File: config.mk
export PLATFORM = sky130hd
export DESIGN_NAME = gpio_input
export DESIGN_NICKNAME = d
export VERILOG_FILES = /design/src/rtl/gpio_input.sv
export SDC_FILE = /design/constraint.sdc
export NUM_CORES = 1
export LEC_CHECK = 0
export ABC_AREA = 1
export ABC_CLOCK_PERIOD_IN_PS = 900
export BUFFER_PORTS_ARGS = -buffer_cell sky130_fd_sc_hd__buf_4
export CAP_MARGIN = 10
export CORE_UTILIZATION = 55
export CTS_BUF_LIST = sky130_fd_sc_hd__clkbuf_2 sky130_fd_sc_hd__clkbuf_4 sky130_fd_sc_hd__clkbuf_8
export DETAILED_ROUTE_END_ITERATION = 6
export PLACE_DENSITY = 0.75
export SYNTH_ARGS = -nofsm -noshare
export SYNTH_HDL_FRONTEND = slang
export SYNTH_SLANG_ARGS = --single-unit
File: constraint.sdc
create_clock -name sys_clk -period 0.9 [get_ports sys_clk]
set_clock_uncertainty 0.15 [all_clocks]
set_input_delay 0.09 -clock sys_clk [delete_from_list [all_inputs] [get_ports sys_clk]]
set_output_delay 0.09 -clock sys_clk [all_outputs]
set_load 0.01 [all_outputs]
File: src/rtl/gpio_input.sv
// gpio_input: input side of the GPIO block, sharing the CSR bus with the
// GPIO output register.
//
// Function: 32 pins go through a two-flop synchroniser and a per-pin
// debouncer clocked by a programmable sample tick. Edges of the debounced
// value set a sticky W1C PENDING register, and PENDING & MASK drive a
// registered level interrupt.
//
// Optional feature macro: GPIO_INPUT_DEBOUNCE_EN
//   defined   : prescaler, 3-deep per-pin sample shifters and DIVIDER register
//   undefined : debounced value follows sync2 every cycle, DIVIDER reads 0
//
// Ports:
//   sys_clk     system clock, rising edge
//   sys_rst_n   asynchronous active-low reset
//   csr_a       CSR address, [13:10] bank, [3:0] register
//   csr_we      CSR write strobe
//   csr_di      CSR write data
//   csr_do      registered CSR read data (0 when bank not selected)
//   gpio_inputs raw asynchronous pin levels
//   irq         registered level interrupt
//
// Register map: 0 IN (ro), 1 PENDING (w1c), 2 MASK, 3 RISE_EN, 4 FALL_EN,
//               5 DIVIDER [15:0]; other offsets read 0.

module gpio_input_lane (
  input  logic sys_clk,
  input  logic sys_rst_n,
  input  logic tick,
  input  logic pin,
  output logic deb,
  output logic deb_nxt
);
  logic sync1, sync2;

  always_ff @(posedge sys_clk or negedge sys_rst_n) begin
    if (!sys_rst_n) begin
      sync1 <= 1'b0;
      sync2 <= 1'b0;
    end else begin
      sync1 <= pin;
      sync2 <= sync1;
    end
  end

`ifdef GPIO_INPUT_DEBOUNCE_EN
  logic [2:0] sh;
  logic       stable;

  always_ff @(posedge sys_clk or negedge sys_rst_n) begin
    if (!sys_rst_n) sh <= 3'b000;
    else if (tick)  sh <= {sh[1:0], sync2};
  end

  // Only a value seen on three consecutive ticks is accepted.
  assign stable  = (sh == 3'b000) || (sh == 3'b111);
  assign deb_nxt = stable ? sh[0] : deb;
`else
  logic unused_tick;
  assign unused_tick = tick;
  assign deb_nxt     = sync2;
`endif

  always_ff @(posedge sys_clk or negedge sys_rst_n) begin
    if (!sys_rst_n) deb <= 1'b0;
    else            deb <= deb_nxt;
  end
endmodule

module gpio_input #(
  parameter logic [3:0] csr_addr = 4'h0
) (
  input  logic        sys_clk,
  input  logic        sys_rst_n,
  input  logic [13:0] csr_a,
  input  logic        csr_we,
  input  logic [31:0] csr_di,
  output logic [31:0] csr_do,
  input  logic [31:0] gpio_inputs,
  output logic        irq
);
  localparam int NUM_LANES = 32;

  logic                 sel, wr, tick;
  logic [NUM_LANES-1:0] deb, deb_nxt, pending, mask, rise_en, fall_en;
  logic [NUM_LANES-1:0] set, clr;
  logic [31:0]          rd_data;
  logic                 unused_a;

  assign sel      = (csr_a[13:10] == csr_addr);
  assign wr       = sel & csr_we;
  assign unused_a = ^csr_a[9:4];

`ifdef GPIO_INPUT_DEBOUNCE_EN
  logic [15:0] divider, presc;

  // Down-counter reloads from DIVIDER on reaching 0; a DIVIDER write only
  // takes effect at the next reload.
  always_ff @(posedge sys_clk or negedge sys_rst_n) begin
    if (!sys_rst_n)          presc <= '0;
    else if (presc == 16'd0) presc <= divider;
    else                     presc <= presc - 16'd1;
  end
  assign tick = (presc == 16'd0);

  always_ff @(posedge sys_clk or negedge sys_rst_n) begin
    if (!sys_rst_n)                        divider <= '0;
    else if (wr && csr_a[3:0] == 4'h5)     divider <= csr_di[15:0];
  end
`else
  assign tick = 1'b1;
`endif

  for (genvar i = 0; i < NUM_LANES; i++) begin : g_lane
    gpio_input_lane u_lane (
      .sys_clk   (sys_clk),
      .sys_rst_n (sys_rst_n),
      .tick      (tick),
      .pin       (gpio_inputs[i]),
      .deb       (deb[i]),
      .deb_nxt   (deb_nxt[i])
    );
  end

  assign set = (~deb & deb_nxt & rise_en) | (deb & ~deb_nxt & fall_en);
  assign clr = (wr && csr_a[3:0] == 4'h1) ? csr_di : '0;

  always_comb begin
    rd_data = '0;
    case (csr_a[3:0])
      4'h0:    rd_data = deb;
      4'h1:    rd_data = pending;
      4'h2:    rd_data = mask;
      4'h3:    rd_data = rise_en;
      4'h4:    rd_data = fall_en;
`ifdef GPIO_INPUT_DEBOUNCE_EN
      4'h5:    rd_data = {16'h0, divider};
`endif
      default: rd_data = '0;
    endcase
  end

  always_ff @(posedge sys_clk or negedge sys_rst_n) begin
    if (!sys_rst_n) begin
      csr_do  <= '0;
      irq     <= 1'b0;
      pending <= '0;
      mask    <= '0;
      rise_en <= '0;
      fall_en <= '0;
    end else begin
      csr_do  <= sel ? rd_data : '0;
      irq     <= |(pending & mask);
      // set after clear: a new edge wins over a same-cycle W1C
      pending <= (pending & ~clr) | set;
      if (wr) begin
        case (csr_a[3:0])
          4'h2:    mask    <= csr_di;
          4'h3:    rise_en <= csr_di;
          4'h4:    fall_en <= csr_di;
          default: ;
        endcase
      end
    end
  end
endmodule

==> reports/results.ini, run 1 <==
[worst_setup_path]
critical_path_arrival_ns=1.11
crit_path_end_kind=primary output
critPathSlowestCell=dfrtp_1
critPathKind=reg -> out
critPathRequiredTime_ns=0.66
cp-start-kind=flop
max_stage_delay_ns=0.43
path_delay_family=flip-flops
crit_path_max_fanout=1
crit_buf_inv=1
cp_cell_sequence=buf_6

[cts]
cts.htree.levels=2
cts_root_buf=clkbuf_8
path_clk_slew_ns=0.06
cts_buffer_depth=3
cts.sinks=257
numCtsBuffers=42
hold_buffers=65
insertion_delay_ns=0.54
cts_tree=built

[floorplan]
num_io_pins=114
fp-row-count=50
die_x_um=140
core_area_um2=18600
dieArea_um2=19500
start_util_pct=56.0
die_h_um=140

[grt]
grt_util_all_layers_pct=32.1
grt_pass1_vias=10000
antenna_found_initial=0
grt_max_degree=52
gr-total-overflow=0
grt_first_pass_wirelength_um=49000

[power]
power_density_nw_per_um2=1620
irDropWorstVdd_v=0.00147
power.share.clock_pct=39.3
intPower_mw=19.2
leakagePower_nw=7.53
power_switching_mw=6.56
p_comb_share_pct=12.3
switching_share_pct=25.4
p_total_mw=25.8
pwr-share-seq_pct=48.4

[final_layout]
final_cells=1735
layout-area-overhead-vs-synth_pct=52.9
diodes=0
drive_gt1_share_pct=43.3
nNetsFinal=1560
fin_util_pct=85.6
post-route-cell-area_um2=16000

[timing]
max_slew_margin_pct=74.1
hold_viol_final=14
hold-worst-slack_ns=-0.161
timing.fmax_ghz=0.740
maxSlewViolCount=0
fin_crit_ns=1.35
setup_ws_ns=-0.451
setup_tns_ns=-22.30
rsz0062_at_grt=true
worst_pin_slew_ns=0.388
min_period_over_period_pct=150
setup_violations=125

[flow_run]
drv_cap=0

[synthesis]
synthTopCellsByArea=dfrtp_1 62%, nand3_1 11%, nand2_1 9.1%, o21ai_1 4.5%, inv_1 4.2%
synthTopCellsByCount=257 x dfrtp_1, 253 x nand2_1, 227 x nand3_1, 116 x inv_1, 93 x o21ai_1
synth_edf_count=0
synth_cell_types=21
synth_area_um2=10400
yosys_most_used_dff=dfrtp_1
netlist.area_leader.share_pct=61.6
syn_avg_cell_area_um2=9.04
yosysTopAreaCell=dfrtp_1
synthArstFlopShare_pct=100
yosysSeqAreaShare_pct=61.6
syn-instance-count=1155
synth_nets=1236
synth-seq-cells=257
synth_most_common_cell=dfrtp_1
yosysWarnings=0

[routing]
ant_nets=0
vias=10100
wirelength_um=33800
drtIter0Drc=1087
dr.pass1.iters=5
viasPerCell=5.81
avgRoutedWirePerCell_um=19.5
remaining_drc_errors=0

[place]
dp_cells=1577
gp_congestion=0.826
dp_slack_ns=-0.528
placed_area_um2=12800
portBuffers=107
place_hpwl_um=17700

[outcome]
status=complete, but fails checks
violations=hold timing, setup timing

[hold_path]
hp-class=in -> async

==> cells by family after synthesis <==
logic type,synth area share (%)
and+or+nand+nor,24.1
DFF,61.6
buffers and inverters,6.92
AOI/OAI and AO/OA,7.40
==> layer usage <==
| metal | track usage [%] | routed length, um | vias to the layer above |
|---|---|---|---|
| met4 | 17.8 | 1860 | 0 |
| li1 | - | - | 4407 |
| met5 | 0 | 0 | - |
| met1 | 38.2 | 12300 | 4918 |
| met3 | 5.26 | 2430 | 177 |
| met2 | 55.6 | 17200 | 581 |
==> worst paths after layout <==
check	startpoint	end	slack [ns]	depth (start not counted)
setup reg to reg	pending[22]$_DFF_PN0_	irq$_DFF_PN0_	-0.32	6
setup / recovery	csr_do[31]$_DFF_PN0_	csr_do[31]	-0.45	1
hold reg to reg	g_lane[20].u_lane.sync1$_DFF_PN0_	g_lane[20].u_lane.deb_nxt$_DFF_PN0_	0.19	0
min in group sys_clk	csr_a[0]	mask[2]$_DFFE_PN0P_	-0.03	5
hold / removal	sys_rst_n	g_lane[9].u_lane.deb$_DFF_PN0_	-0.16	2
max in group asynchronous	sys_rst_n	g_lane[27].u_lane.sync1$_DFF_PN0_	0.22	3
==> final cells by class <==
type,count,area (um^2)
clock buffers,65,813
clock inverters,1,5.00
fillers,868,2680
inverters,120,450
multi-input cells,722,4510
flip-flops and latches,257,6430
well taps,234,293
repair buffers,336,3450
==> power groups by stage <==
| stage | Combinational, mW | Clock (mW) | Sequential, mW |
|---|---|---|---|
| after detailed placement | 2.26 | 0 | 12.6 |
| after CTS | 2.78 | 10.1 | 12.4 |
| after global routing | 3.39 | 10.7 | 12.5 |
| after floorplan | 0.921 | 0 | 12.5 |
| final | 3.16 | 10.1 | 12.5 |
| after global placement | 2.21 | 0 | 12.6 |
==> cell usage in the layout, fill, tap and decap left out, drive strengths merged, types with 20 or more instances in the layout <==
cell,n
buf,271
o31ai,20
dfrtp,257
nand3,227
clkbuf,65
nand2,256
inv,119
nor2,95
dlygate4sd3,65
o21ai,117
==> sequential cells by signal, summed over array words and instances, names as in the netlist <==
| register | cells |
|---|---|
| mask | 32 |
| csr_do | 32 |
| irq | 1 |
| pending | 32 |
| fall_en | 32 |
| g_lane.u_lane.deb | 32 |
| g_lane.u_lane.sync1 | 32 |
| rise_en | 32 |
| g_lane.u_lane.deb_nxt | 32 |
==> what timing repair did <==
action,in CTS,in global routing
resized for setup,213,201
hold endpoints to repair,419,12
setup buffers,17,15
endpoints found under the setup margin,104,137
pin swaps,134,97
Note: power is estimated with default switching activity, not from simulation.
==> run 2: changes to the inputs <==
SKIP_CTS_REPAIR_TIMING = 1   (was not set)
==> reports/results.ini, run 2 (synthesis results as in run 1) <==
[outcome]
status=complete, but fails checks  ; unchanged
violations=hold timing, setup timing  ; unchanged

[final_layout]
regArea_um2=6440  ; was 6430 um^2
nFillCells=964  ; was 868
post-route-cell-area_um2=15600  ; was 16000 um^2
diodes=0  ; unchanged
most-common-layout-cells=253 x dfrtp_1, 214 x nand2_1, 133 x buf_4, 115 x nand3_1, 107 x nand3_2  ; was 255 x dfrtp_1, 193 x nand2_1, 131 x buf_4, 112 x buf_6, 109 x nand3_2
layout-area-overhead-vs-synth_pct=49.7  ; was 52.9%
nNetsFinal=1548  ; was 1560
drive_gt1_share_pct=40.0  ; was 43.3%
multi_input_area_um2=4320  ; was 4510 um^2
final_cells=1723  ; was 1735
final_common_cell=dfrtp_1  ; unchanged

[worst_setup_path]
crit_buf_inv=1  ; unchanged
critPathRequiredTime_ns=0.66  ; about the same
cp-start-kind=flop  ; unchanged
cp_cell_sequence=buf_6  ; unchanged
crit_path_max_fanout=1  ; unchanged
path_delay_family=flip-flops  ; unchanged
critical_path_arrival_ns=1.10  ; was 1.11 ns
critPathKind=reg -> out  ; unchanged
crit_cells=1  ; unchanged
max_stage_delay_ns=0.42  ; was 0.43 ns
critPathSlowestCell=dfrtp_1  ; unchanged
crit_path_end_kind=primary output  ; unchanged
r2r_cells=6  ; unchanged

[cts]
cts_root_buf=clkbuf_8  ; unchanged
cts.sinks=257  ; unchanged
numCtsBuffers=42  ; unchanged
cts_buffer_depth=3  ; unchanged
insertion_delay_ns=0.54  ; about the same
cts.htree.levels=2  ; unchanged
cts_tree=built  ; unchanged
path_clk_slew_ns=0.06  ; about the same

[routing]
drtIter0Drc=698  ; was 1087
viasPerCell=5.72  ; was 5.81
ant_nets=0  ; unchanged
remaining_drc_errors=0  ; unchanged
vias=9856  ; was 10100
avgRoutedWirePerCell_um=18.5  ; was 19.5 um
dr.pass1.iters=5  ; unchanged
wirelength_um=31800  ; was 33800 um

[timing]
maxSlewViolCount=0  ; unchanged
hold-worst-slack_ns=-0.158  ; was -0.161 ns
hold_viol_final=24  ; was 14
rsz0062_at_grt=true  ; unchanged
worst_pin_slew_ns=0.371  ; was 0.388 ns
setup_ws_ns=-0.439  ; was -0.451 ns
max_slew_margin_pct=75.3  ; was 74.1%
fin_crit_ns=1.34  ; was 1.35 ns
timing.fmax_ghz=0.747  ; was 0.740 GHz
setup_violations=109  ; was 125
min_period_over_period_pct=149  ; was 150%

[floorplan]
dieArea_um2=19500  ; unchanged
num_io_pins=114  ; unchanged
fp-row-count=50  ; unchanged
die_h_um=140  ; unchanged
die_x_um=140  ; unchanged
start_util_pct=56.0  ; unchanged
core_area_um2=18600  ; unchanged

[power]
irDropWorstVdd_v=0.00148  ; was 0.00147 V
power_density_nw_per_um2=1640  ; was 1620 nW/um^2
leakagePower_nw=7.42  ; was 7.53 nW

[grt]
gr-total-overflow=0  ; unchanged
grt_util_all_layers_pct=28.6  ; was 32.1%
grt_max_degree=52  ; unchanged
antenna_found_initial=0  ; unchanged
grt_first_pass_wirelength_um=43700  ; was 49000 um
grt_pass1_vias=8973  ; was 10000

[place]
placed_area_um2=12800  ; unchanged
gp_congestion=0.826  ; unchanged
place_hpwl_um=17700  ; unchanged
dp_cells=1577  ; unchanged
portBuffers=107  ; unchanged
dp_slack_ns=-0.528  ; unchanged

[flow_run]
drv_cap=0  ; unchanged

[hold_path]
hp-class=in -> async  ; unchanged

==> run 2: cell count changes in the layout (fill, tap and decap cells not counted), moves of 5 or more <==
cell / change
nand3_4: -5
buf_6: -14
nand2_2: -20
o21ai_1: +8
o21ai_2: -10
nand2_1: +21
nand3_1: +7
nor2_4: -5
==> run 2: power breakdown <==
group,internal [mW],switching [mW],total (mW)
combinational,1.41,1.59,3.00
clock,5.66,4.43,10.1
sequential,12.1,0.394,12.5
total,19.1,6.41,25.6
==> run 2: area by class of cell <==
| class | count | area share, % |
|---|---|---|
| Sequential cell | 257 | 41.2 |
| Multi-Input combinational cell | 722 | 27.6 |
| Timing Repair Buffer | 324 | 21.2 |
| Clock buffer | 65 | 5.20 |
| Inverter | 120 | 2.88 |
| Tap cell | 234 | 1.87 |
| Clock inverter | 1 | 0.0320 |
==> run 2: worst paths after layout <==
| kind | from | endpoint | slack (ns) |
|---|---|---|---|
| max | csr_do[31]$_DFF_PN0_ | csr_do[31] | -0.44 |
| min | sys_rst_n | g_lane[9].u_lane.deb$_DFF_PN0_ | -0.16 |
| max reg2reg | pending[0]$_DFF_PN0_ | irq$_DFF_PN0_ | -0.34 |
| min reg2reg | g_lane[20].u_lane.sync1$_DFF_PN0_ | g_lane[20].u_lane.deb_nxt$_DFF_PN0_ | 0.19 |
| max in group asynchronous | sys_rst_n | rise_en[26]$_DFFE_PN0P_ | 0.22 |
| min in group sys_clk | csr_a[0] | mask[2]$_DFFE_PN0P_ | -0.04 |
==> run 2: per-stage QoR <==
stage	utilization (%)	setup TNS, ns	hold WS [ns]	power, mW
6_report	83.8	-21.97	-0.158	25.6
2_1_floorplan	-	-25.57	-0.356	13.5
4_1_cts	73.2	-21.98	-0.767	24.8
5_1_grt	83.8	-26.07	-0.153	26.4
3_5_place_dp	68.8	-71.63	-0.207	14.8
3_3_place_gp	68.8	-67.40	-0.207	14.8
==> run 2: routing by layer <==
layer / global-route usage [%] / vias to the layer above / part of all wire, %
met5: 0 / - / 0
met4: 12.6 / 0 / 5.2
met3: 4.71 / 159 / 6.9
met2: 48.4 / 502 / 51
met1: 36.3 / 4822 / 37
li1: - / 4373 / -
==> run 3: changes to the inputs <==
CORE_ASPECT_RATIO = 1.1   (was not set)
==> reports/results.ini, run 3 (synthesis results as in run 1) <==
[outcome]
status=complete, but fails checks  ; unchanged
violations=hold timing, setup timing  ; unchanged

[timing]
setup_ws_ns=-0.449  ; was -0.439 ns
hold_viol_final=17  ; was 24
worst_pin_slew_ns=0.333  ; was 0.371 ns
fin_crit_ns=1.35  ; was 1.34 ns
min_period_over_period_pct=150  ; was 149%
hold-worst-slack_ns=-0.141  ; was -0.158 ns
rsz0062_at_grt=true  ; unchanged
max_slew_margin_pct=77.8  ; was 75.3%
setup_violations=119  ; was 109
setup_tns_ns=-22.60  ; was -21.97 ns
maxSlewViolCount=0  ; unchanged
timing.fmax_ghz=0.741  ; was 0.747 GHz

[final_layout]
most-common-layout-cells=256 x dfrtp_1, 213 x nand2_1, 132 x buf_4, 118 x nand3_1, 103 x nand3_2  ; was 253 x dfrtp_1, 214 x nand2_1, 133 x buf_4, 115 x nand3_1, 107 x nand3_2
nNetsFinal=1542  ; was 1548
drive_gt1_share_pct=39.8  ; was 40.0%
layout-area-overhead-vs-synth_pct=49.3  ; was 49.7%
diodes=0  ; unchanged
final_common_cell=dfrtp_1  ; unchanged

[place]
portBuffers=107  ; unchanged
gp_congestion=0.875  ; was 0.826
place_hpwl_um=17300  ; was 17700 um

[cts]
path_clk_slew_ns=0.06  ; about the same
numCtsBuffers=42  ; unchanged
insertion_delay_ns=0.55  ; was 0.54 ns
cts_buffer_depth=3  ; unchanged
cts.htree.levels=2  ; unchanged
cts.sinks=257  ; unchanged
cts_tree=built  ; unchanged
cts_root_buf=clkbuf_8  ; unchanged

[worst_setup_path]
crit_path_end_kind=primary output  ; unchanged
r2r_setup_slack_ns=-0.32  ; was -0.34 ns
crit_path_max_fanout=1  ; unchanged
max_stage_delay_ns=0.42  ; about the same
crit_buf_inv=1  ; unchanged
critPathSlowestCell=dfrtp_1  ; unchanged
timing.rr.end=irq$_DFF_PN0_  ; unchanged
critPathKind=reg -> out  ; unchanged
cp-start-kind=flop  ; unchanged
path_delay_family=flip-flops  ; unchanged
cp-startpoint=csr_do[25]$_DFF_PN0_  ; was csr_do[31]$_DFF_PN0_
critPathRequiredTime_ns=0.66  ; about the same
r2r_cells=6  ; unchanged
critical_path_arrival_ns=1.11  ; was 1.10 ns
cp_cell_sequence=buf_6  ; unchanged
reg2reg_from=mask[20]$_DFFE_PN0P_  ; was pending[0]$_DFF_PN0_

[grt]
grt_pass1_vias=8988  ; was 8973
grt_first_pass_wirelength_um=43300  ; was 43700 um
grt_util_all_layers_pct=28.2  ; was 28.6%
antenna_found_initial=0  ; unchanged
grt_max_degree=41  ; was 52
grt.busiest_layer=met2  ; unchanged
use_met1_pct=36.3  ; about the same
met3_usage_pct=5.69  ; was 4.71%
gr-total-overflow=0  ; unchanged
use_met2_pct=46.5  ; was 48.4%

[routing]
avgRoutedWirePerCell_um=18.3  ; was 18.5 um
dr.pass1.iters=6  ; was 5
wirelength_um=31700  ; was 31800 um
drtIter0Drc=934  ; was 698
vias=9729  ; was 9856
remaining_drc_errors=0  ; unchanged
ant_nets=0  ; unchanged
viasPerCell=5.61  ; was 5.72

[power]
irDropWorstVdd_v=0.00155  ; was 0.00148 V
leakagePower_nw=7.34  ; was 7.42 nW
power_density_nw_per_um2=1660  ; was 1640 nW/um^2
p_total_mw=25.9  ; was 25.6 mW

[floorplan]
die_x_um=133  ; was 140 um
fp-row-count=52  ; was 50
dieArea_um2=19500  ; about the same
core_area_um2=18500  ; was 18600 um^2
die_h_um=146  ; was 140 um
start_util_pct=56.5  ; was 56.0%
num_io_pins=114  ; unchanged

[hold_path]
hp-class=in -> async  ; unchanged

[flow_run]
drv_cap=0  ; unchanged

## run 3: cell count changes in the layout (fill, tap and decap cells not counted), sizes merged
cell      before  now
buf          259  253
clkinvlp       0    2
inv          119  120
clkbuf        65   70
## run 3: report_power, final
| group | switching, mW | internal, mW |
|---|---|---|
| clock network | 4.57 | 5.86 |
| logic | 1.57 | 1.39 |
| registers | 0.390 | 12.1 |
## run 3: through the flow
| step | instance area, um^2 | utilization (%) | setup slack [ns] | std cells | hold slack (ns) |
|---|---|---|---|---|---|
| floorplan | 10800 | - | -0.204 | 1155 | -0.356 |
| global placement | 12700 | 68.9 | -0.426 | 1575 | -0.173 |
| detailed placement | 12700 | 68.9 | -0.472 | 1575 | -0.175 |
| CTS | 13600 | 73.6 | -0.466 | 1649 | -0.762 |
| global route | 15600 | 84.3 | -0.479 | 1734 | -0.143 |
| finish | 15600 | 84.3 | -0.449 | 1734 | -0.141 |
## run 3: metal layers
metal	vias to the layer above	wire length [um]
met4	0	1320
met2	511	16100
li1	4362	-
met1	4738	11800
met5	-	0
met3	118	2450
## run 3: cell type report
| class | count | area [um^2] |
|---|---|---|
| tap | 243 | 304 |
| fill | 936 | 2900 |
| sequential | 257 | 6430 |
| timing repair buffer | 318 | 3230 |
| inverter | 120 | 450 |
| multi-input combinational | 722 | 4300 |
| clock inverter | 4 | 28.8 |
| clock buffer | 70 | 838 |
## run 3: worst max path at each step
stage                            end  slack (ns)  depth (start not counted)
2_1_floorplan   mask[10]$_DFFE_PN0P_       -0.20                          7
3_3_place_gp    csr_do[26]$_DFF_PN0_       -0.43                          8
3_5_place_dp   pending[25]$_DFF_PN0_       -0.47                          8
4_1_cts                   csr_do[25]       -0.47                          1
5_1_grt                   csr_do[23]       -0.48                          1
6_report                  csr_do[25]       -0.45                          1
## run 3: worst register-to-register path, stage by stage (launching register included)
cell and delay (ns):
dfrtp_1 0.40, nand2_1 0.09, nand2_1 0.07, nor2_1 0.15, nand2_1 0.11, nor2_1 0.10, nand2_1 0.05
